### config.mk
export PLATFORM = sky130hd
export DESIGN_NAME = fm_voice_engine
export DESIGN_NICKNAME = d
export VERILOG_FILES = /design/src/rtl/fm_voice_engine.sv
export SDC_FILE = /design/constraint.sdc
export NUM_CORES = 2
export LEC_CHECK = 0
export CORE_AREA = 8 8 421 423
export DETAILED_ROUTE_END_ITERATION = 7
export DIE_AREA = 0 0 429 431
export GPL_ROUTABILITY_DRIVEN = 0
export HOLD_SLACK_MARGIN = 0.08
export PLACE_DENSITY = 0.71
export SLEW_MARGIN = 20
export SYNTH_ARGS = -nofsm -noshare
export SYNTH_HDL_FRONTEND = slang
export SYNTH_SLANG_ARGS = --single-unit
### constraint.sdc
create_clock -name clk -period 18.87 [get_ports clk]
set_clock_uncertainty 0.1 [all_clocks]
set_input_delay 5.661 -clock clk [delete_from_list [all_inputs] [get_ports clk]]
set_output_delay 5.661 -clock clk [all_outputs]
set_load 0.02 [all_outputs]
### src/rtl/fm_voice_engine.sv
// Time-multiplexed FM voice engine: NUM_CHANNELS voices x NUM_OPS operators,
// one shared external cosine LUT, one mixed sample per frame.
module fm_voice_engine #(
  parameter int NUM_CHANNELS = 8,
  parameter int NUM_OPS      = 4,
  parameter int NUM_BITS     = 32,
  parameter int WIDTH        = 18,
  parameter int ADDR_BITS    = 15,
  parameter int LUT_LATENCY  = 2,
  parameter int OUT_BITS     = WIDTH + $clog2(NUM_CHANNELS * NUM_OPS)
) (
  input  logic                                     clk,
  input  logic                                     rst,
  input  logic                                     frame_start,
  input  logic [NUM_CHANNELS-1:0]                  gate_in,
  input  logic [NUM_CHANNELS*NUM_OPS*NUM_BITS-1:0] tuning_in,
  input  logic                                     algorithm,
  input  logic [7:0]                               mod_depth,
  input  logic [2:0]                               feedback,
  output logic                                     lut_rd,
  output logic [ADDR_BITS-1:0]                     lut_addr,
  input  logic [WIDTH-1:0]                         lut_data,
  output logic [OUT_BITS-1:0]                      mix_out,
  output logic                                     mix_valid,
  output logic                                     busy
);

  localparam int NUM_SLOTS = NUM_CHANNELS * NUM_OPS;
  localparam int CW        = (NUM_CHANNELS > 1) ? $clog2(NUM_CHANNELS) : 1;
  localparam int KW        = $clog2(NUM_OPS);
  localparam int IW        = $clog2(NUM_SLOTS);
  localparam int WCW       = $clog2(LUT_LATENCY + 1);
  localparam int MOD_SHIFT = NUM_BITS - WIDTH - 8;

  localparam logic [WCW-1:0] WAIT_LAST = WCW'((LUT_LATENCY >= 2) ? LUT_LATENCY - 2 : 0);
  localparam logic [KW-1:0]  K_LAST    = KW'(NUM_OPS - 1);
  localparam logic [CW-1:0]  C_LAST    = CW'(NUM_CHANNELS - 1);

  typedef enum logic [2:0] {
    S_IDLE,
    S_ISSUE,
    S_WAIT,
    S_ACCUM,
    S_DONE
  } state_t;

  state_t state_q, state_d;

  logic [NUM_BITS-1:0]     phase    [NUM_SLOTS];
  logic signed [WIDTH-1:0] fb_reg   [NUM_CHANNELS];
  logic [NUM_BITS-1:0]     tuning_w [NUM_SLOTS];

  logic signed [WIDTH-1:0] prev_out;
  logic [OUT_BITS-1:0]     acc;
  logic [CW-1:0]           c;
  logic [KW-1:0]           k;
  logic [IW-1:0]           idx;
  logic [WCW-1:0]          wait_cnt;

  logic                    alg_l;
  logic [7:0]              depth_l;
  logic [2:0]              fb_l;
  logic [NUM_CHANNELS-1:0] gate_l;

  logic [NUM_BITS-1:0]     fb_off;
  logic [NUM_BITS-1:0]     mod_off;
  logic [NUM_BITS-1:0]     offset;
  logic signed [WIDTH+8:0] prod;
  logic [OUT_BITS-1:0]     contrib;
  logic [OUT_BITS-1:0]     acc_next;
  logic                    last_op;
  logic                    wait_done;

  // Slice the flat tuning bus into one word per (channel, operator) slot
  for (genvar gi = 0; gi < NUM_SLOTS; gi++) begin : g_tune
    assign tuning_w[gi] = tuning_in[gi*NUM_BITS +: NUM_BITS];
  end

  // Phase offset for the current operator and the sample's mix contribution
  always_comb begin
    fb_off   = NUM_BITS'(fb_reg[c]) << (MOD_SHIFT + int'(fb_l));
    prod     = (WIDTH+9)'(prev_out) * (WIDTH+9)'($signed({1'b0, depth_l}));
    mod_off  = NUM_BITS'(prod) << MOD_SHIFT;
    offset   = '0;
    if (k == '0) begin
      if (fb_l != '0) offset = fb_off;
    end else if (!alg_l) begin
      offset = mod_off;
    end
    contrib  = '0;
    if (gate_l[c] && (alg_l || (k == K_LAST))) contrib = OUT_BITS'($signed(lut_data));
    acc_next = acc + contrib;
    last_op   = (k == K_LAST) && (c == C_LAST);
    wait_done = (wait_cnt == WAIT_LAST);
  end

  // State register
  always_ff @(posedge clk) begin
    if (rst) state_q <= S_IDLE;
    else     state_q <= state_d;
  end

  // Next-state logic and state-decoded outputs
  always_comb begin
    state_d   = state_q;
    lut_rd    = 1'b0;
    lut_addr  = '0;
    mix_valid = 1'b0;
    busy      = 1'b0;
    case (state_q)
      S_IDLE: begin
        if (frame_start) state_d = S_ISSUE;
      end
      S_ISSUE: begin
        lut_rd   = 1'b1;
        lut_addr = ADDR_BITS'((phase[idx] + offset) >> (NUM_BITS - ADDR_BITS));
        busy     = 1'b1;
        state_d  = (LUT_LATENCY == 1) ? S_ACCUM : S_WAIT;
      end
      S_WAIT: begin
        busy = 1'b1;
        if (wait_done) state_d = S_ACCUM;
      end
      S_ACCUM: begin
        busy    = 1'b1;
        state_d = last_op ? S_DONE : S_ISSUE;
      end
      S_DONE: begin
        mix_valid = 1'b1;
        state_d   = S_IDLE;
      end
      default: state_d = S_IDLE;
    endcase
  end

  // Datapath: frame latching, phase stepping, feedback capture and mixing.
  // mix_out is loaded with the final sum on the last ACCUM edge so that it is
  // already stable during the DONE cycle when mix_valid pulses.
  always_ff @(posedge clk) begin
    if (rst) begin
      for (int unsigned i = 0; i < NUM_SLOTS; i++)    phase[IW'(i)]  <= '0;
      for (int unsigned i = 0; i < NUM_CHANNELS; i++) fb_reg[CW'(i)] <= '0;
      prev_out <= '0;
      acc      <= '0;
      mix_out  <= '0;
      c        <= '0;
      k        <= '0;
      idx      <= '0;
      wait_cnt <= '0;
      alg_l    <= 1'b0;
      depth_l  <= '0;
      fb_l     <= '0;
      gate_l   <= '0;
    end else begin
      case (state_q)
        S_IDLE: begin
          if (frame_start) begin
            alg_l   <= algorithm;
            depth_l <= mod_depth;
            fb_l    <= feedback;
            gate_l  <= gate_in;
            acc     <= '0;
            c       <= '0;
            k       <= '0;
            idx     <= '0;
          end
        end
        S_ISSUE: begin
          if (gate_l[c]) begin
            phase[idx] <= phase[idx] + tuning_w[idx];
          end else begin
            phase[idx] <= '0;
            fb_reg[c]  <= '0;
          end
          wait_cnt <= '0;
        end
        S_WAIT: begin
          wait_cnt <= wait_cnt + WCW'(1);
        end
        S_ACCUM: begin
          prev_out <= lut_data;
          if (k == '0) fb_reg[c] <= gate_l[c] ? $signed(lut_data) : '0;
          acc <= acc_next;
          if (last_op) mix_out <= acc_next;
          idx <= idx + IW'(1);
          if (k == K_LAST) begin
            k <= '0;
            c <= c + CW'(1);
          end else begin
            k <= k + KW'(1);
          end
        end
        default: ;
      endcase
    end
  end

endmodule

* Yosys cells after proc, flatten, opt, wreduce, memory -nomap -nowiden
Memory sizes are Yosys's and may differ from the RTL's. A register that Yosys moved wholly into a read port is not among the register bits.
Index checks and enable logic that the tools add are counted.
** Storage, ports and cells
- Flip-flop bits (word level) :: 99
- Memory bits (writable) :: 1168
- Input bits :: 1065
- Output and inout bits :: 41
- Logic and storage cells :: 110
- Memories :: 2
** Memory list
- phase :: words 32, bits a word 32, rd ports 1, clocked after Yosys merged registers in 1, wr ports 32, line 49 : logic [NUM_BITS-1:0] phase [NUM_SLOTS];
- fb_reg :: words 8, bits a word 18, rd ports 1, clocked after Yosys merged registers in 1, wr ports 8, line 50 : logic signed [WIDTH-1:0] fb_reg [NUM_CHANNELS];
** Operators by class
- Add/subtract/negate cells :: 8
- Multiply operators :: 1
- Magnitude comparators :: 2
- Equal/unequal tests :: 9
- Shift-type cells :: 1
- Muxes and demuxes :: 55
- Bitwise operators :: 3
- Reduce and logical (&&, ||, !) cells :: 17
** Operators by type and width (number)
- 2-to-1 mux 32 bit :: 7
- binary-select mux 32 bit (select 5 bit) :: 1
- adder 32 bit :: 2
- 2-to-1 mux 18 bit :: 3
- 2-to-1 mux 23 bit :: 2
- case mux 23 bit (2 select lines) :: 1
- OR reduction 32 bit :: 1
- left shift 32 x 4 -> 32 bit :: 1
- multiplier 18 x 9 -> 26 bit :: 1
- 2-to-1 mux 3 bit :: 8
- adder 23 bit :: 1
- 2-to-1 mux 1 bit :: 20
- 2-to-1 mux 5 bit :: 4
- OR reduction 18 bit :: 1
- 2-to-1 mux 15 bit :: 1
- case mux 3 bit (4 select lines) :: 1
- case mux 5 bit (2 select lines) :: 1
- case mux 2 bit (2 select lines) :: 2
- AND reduction 2 bit :: 4
- == test 3 x 2 -> 1 bit (second input constant) :: 2
- == test 3 bit (second input constant) :: 2
- >= comparator 6 bit (second input constant) :: 1
- inequality test 2 bit (second input constant) :: 3
- NOT 5 -> 6 bit :: 1
- 19 further kinds :: 25

* Logic depth before layout (Yosys ltp)
- Depth after elaboration :: 9
- Depth in mapped cells :: 33
- Gate-level depth less buffers :: 31

* Worst setup path before layout
Ideal clock, no wire load.
- Path type :: reg2out
- Start point :: register depth_l[0]
- End point :: output port lut_addr[11]
- Arrival time :: 7.194 ns
- Required time :: 13.109 ns
- Path slack :: 5.915 ns
- Cell stages (with the launch flop) :: 30
- Path buffers :: 2
- Cell sequence :: dfxtp_1 -> clkbuf_1 -> clkbuf_1 -> nand2_1 -> fa_1 -> inv_1 -> fa_1 -> inv_1 -> fa_1 -> fa_1 -> inv_1 -> ha_1 -> a21oi_1 -> nor2_1 -> a311o_1 -> o31ai_1 -> xor2_1 -> o22ai_1 -> ha_1 -> inv_1 -> or2_2 -> nor3_1 -> o211ai_1 -> a2111oi_2 -> o31a_1 -> o21ai_2 -> o22ai_1 -> o41a_1 -> a31o_1 -> mux2i_1
** Between the ends
- Longest elaborated chain between the ends :: 5
** Ends and longest elaborated chain
- start, declared :: line 61 : logic [7:0] depth_l;
- start signal, assigned :: line 159 : depth_l <= mod_depth;
- multiplier 18 x 9 -> 26 bit :: line 82 : prod = (WIDTH+9)'(prev_out) * (WIDTH+9)'($signed({1'b0, depth_l}));
- 2-to-1 mux 32 bit :: line 87 : end else if (!alg_l) begin
- 2-to-1 mux 32 bit :: line 85 : if (k == '0) begin
- adder 32 bit :: line 116 : lut_addr = ADDR_BITS'((phase[idx] + offset) >> (NUM_BITS - ADDR_BITS));
- 2-to-1 mux 15 bit :: line 110 : case (state_q)
- end, declared :: line 21 : output logic [ADDR_BITS-1:0] lut_addr,
No other way between the ends.

* Worst setup path after layout
Ends and elaborated chain as after synthesis.

==> reports/results.ini <==
[synthesis]
synth_cell_types=77
ys_seq_area_share_pct=51.9
synth-edff-count=1168
synth_compound_area_share_pct=5.23
synth-simple-area-share_pct=12.3
ys_warn_count=0
synth-main-ff-cell=edfxtp_1
synth.cell_area_mm2=0.0718
syn_area_per_cell_um2=12.9
synthAdderAreaFrac_pct=5.71
synth_mux_area_share_pct=20.3
ys_ff_latch=1275
synth-xor-area-share_pct=0.985
synth_fp_nets=6876
ys_async_sr_fraction_pct=0
synth_top_family_by_area=multiplexers
syn_inst=5552

[global_route]
grt_pass1_vias=52500
antenna_found_initial=82
grt.total_usage_pct=31.1
grt_pass1_wl_um=411000
overflow=0
grt_max_degree=134

[detailed_routing]
wl_um=302000
drt-met1-wl_um=106000
avgViaCountPerCell=6.25
final_antenna_net_count=0
highest_layer=met5
route.met3.wl_um=46400
vias=55300
drt_iter0_drc=8912
drc=0
wl_per_cell_um=34.2
wl_met2_um=133000
drt_pass1_iterations=6

[power]
switchingPower_mw=2.10
p_leak_nw=32.1
p_int_mw=5.15
ir_worst_vdd_mv=0.0840
p_comb_share_pct=20.7
seqPwrFrac_pct=44.4
p_clk_share_pct=34.9
p_per_area_mw_per_mm2=81.3
swShare_pct=29.0

[placed_design]
dp.cells=8552
hpwl_um=233000
port_buffers=1105

[clocking]
clock_sinks=1275
cts_tree=yes
clock_latency_ns=0.76
post_cts_buffers=0
cts_max_path_buffers=3
cts-resized-gates=0
ctsHtreeMaxLevel=3
cts_hold_buf=0
cts_root_buf=clkbuf_16
cts_buffers=121
path_clk_slew_ns=0.06

[finish]
largest_reg_flops=1024
register_area_mm2=0.0372
syn2layout_area_growth_pct=24.4
post-route-util_pct=52.3
multiInputGateArea_mm2=0.0321
fillCellCount=14200
drive_gt1_share_pct=16.3
fin_nets=7766
instances_no_fill=8836

[floorplanning]
initial_core_util_pct=42.1
dieArea_mm2=0.185
boundaryPins=1106
rows=152
coreArea_mm2=0.171
die-width_um=429
die-height_um=431

[worst_setup_path]
slowest_delay_ns=0.80
required_ns=13.11
slowest_stage=dfxtp_1
path_max_fanout=19
path_class=reg -> out
critPathArrivalTime_ns=9.42
setup.worst_path.start_class=register
end_kind=primary output

[timing]
finalHoldViolations=0
rsz0062_at_grt=no
period_minus_slack_ns=15.18
max_slew_margin_pct=27.3
fin_crit_sh_pct=80.5
slew_viol_final=0
tightest_slew_ns=1.09
finalSetupViolCount=0
tns_ns=0
fmax_mhz=65.9

[min_path]
hp-class=reg -> reg

[outcome]
status=finished, final reports clean

[run]
cap_violations=0

[cells in the mapped netlist, types with 15 or more instances]
| cell type | number | area (µm²) |
|---|---|---|
| mux2_2 | 45 | 507 |
| nand4_1 | 40 | 250 |
| nor2_1 | 1153 | 4330 |
| nor3_1 | 37 | 185 |
| inv_1 | 190 | 713 |
| nor2b_1 | 21 | 131 |
| xnor2_1 | 41 | 359 |
| nand2b_1 | 53 | 332 |
| ha_1 | 145 | 1810 |
| nand2_1 | 313 | 1170 |
| clkbuf_1 | 387 | 1450 |
| buf_1 | 69 | 259 |
| dfxtp_1 | 107 | 2140 |
| a21o_1 | 55 | 413 |
| a22oi_1 | 153 | 1150 |
| mux2i_1 | 44 | 440 |
| nor2_2 | 30 | 188 |
| mux4_2 | 604 | 13600 |
| o21ai_0 | 61 | 305 |
| fa_1 | 114 | 2280 |
| edfxtp_1 | 1168 | 35100 |
| a211oi_1 | 15 | 113 |
| buf_2 | 19 | 95.1 |
| nand3_1 | 68 | 340 |
| xor2_1 | 36 | 315 |
| a21oi_1 | 151 | 756 |
| and2_1 | 244 | 1530 |
[power groups by stage]
stage               logic (mW)  registers (mW)  clock network, mW
CTS                       1.45            3.22               2.54
finish                    1.50            3.22               2.53
floorplan                0.792            3.26                  0
global route              1.55            3.23               2.64
detailed placement        1.44            3.28                  0
global placement          1.42            3.28                  0
[metrics by stage]
| stage | worst slack [ns] | power (mW) | instance area (µm²) | hold WS [ns] |
|---|---|---|---|---|
| final | 3.69 | 7.26 | 89300 | 0.364 |
| after global placement | 4.82 | 4.69 | 85000 | 0.348 |
| after detailed placement | 4.62 | 4.73 | 85000 | 0.350 |
| after floorplan | 5.91 | 4.05 | 71800 | 0.332 |
| after global routing | 3.25 | 7.43 | 89200 | 0.377 |
| after CTS | 3.81 | 7.21 | 89100 | 0.362 |
[cells by family (layout without fill, tap and decap cells)]
logic type / count (synthesis) / after routing
AND/OR/NAND/NOR: 2008 / 2008
flip-flops: 1275 / 1275
multiplexers: 694 / 694
AO/OA/AOI/OAI: 561 / 561
other: 0 / 54
XOR/XNOR: 79 / 79
buffers and inverters: 676 / 1673
adder cells (fa/ha/maj): 259 / 259
[cell type report]
cell class | instances | share of cell area [%]
Timing Repair Buffer | 1252 | 13.7
Clock buffer | 150 | 3.55
Sequential cell | 1275 | 41.7
Multi-Input combinational cell | 3601 | 35.9
Inverter | 191 | 0.806
Tap cell | 2233 | 3.13
Antenna cell | 54 | 0.151
Clock inverter | 80 | 1.03
[path summary, 6_finish.rpt]
kind | startpoint | endpoint | slack [ns] | cells after the start
hold reg to reg | mix_out[13]$_SDFFE_PP0P_ | mix_out[13]$_SDFFE_PP0P_ | 0.36 | 2
setup / recovery | depth_l[0]$_SDFFE_PP0P_ | lut_addr[11] | 3.69 | 28
setup reg to reg | idx[0]$_SDFFE_PP0P_ | phase[18][30]$_SDFFCE_PN0P_ | 10.97 | 19
hold / removal | mix_out[13]$_SDFFE_PP0P_ | mix_out[13]$_SDFFE_PP0P_ | 0.36 | 2
[placed cells by master, fill, tap and decap left out, types with 9 or more instances in the layout]
master,netlist,layout
inv_1,190,190
xor2_1,36,30
diode_2,0,54
edfxtp_1,1168,1168
nor3_1,37,34
clkdlybuf4s50_1,0,1104
mux2i_1,44,44
buf_4,1,142
a21o_1,55,55
nand2b_1,53,52
xnor2_1,41,37
and3_1,11,10
clkinv_1,0,29
nor2b_1,21,21
a22oi_1,153,153
clkbuf_1,387,26
dfxtp_1,107,100
fa_1,114,114
nand3_1,68,68
ha_1,145,145
mux4_2,604,604
mux2_2,45,45
nor2_2,30,30
o22ai_1,14,14
o21bai_1,12,12
nand2_1,313,307
bufinv_16,0,16
o211ai_1,9,9
nor2_1,1153,1151
a21oi_1,151,151
o21ai_0,61,61
and2_1,244,243
clkinv_2,0,19
o21a_1,12,12
a211oi_1,15,15
nand4_1,40,40
clkbuf_16,0,121
[critical path: cells and delay by family, from the launching register on]
family | cells | cell delay (ns)
xor+xnor | 1 | 0.21
simple gates | 4 | 0.86
compound gates | 11 | 2.94
flops | 1 | 0.80
mux | 1 | 0.18
buf+inv | 5 | 0.90
fa+ha+maj | 6 | 2.78
[layer usage]
| layer | global-route usage [%] | vias to the layer above |
|---|---|---|
| met3 | 13.5 | 615 |
| met5 | 1.59 | - |
| met4 | 14.7 | 52 |
| met2 | 45.7 | 4243 |
| li1 | - | 22300 |
| met1 | 39.7 | 28000 |
(Power assumes the default switching activity.)
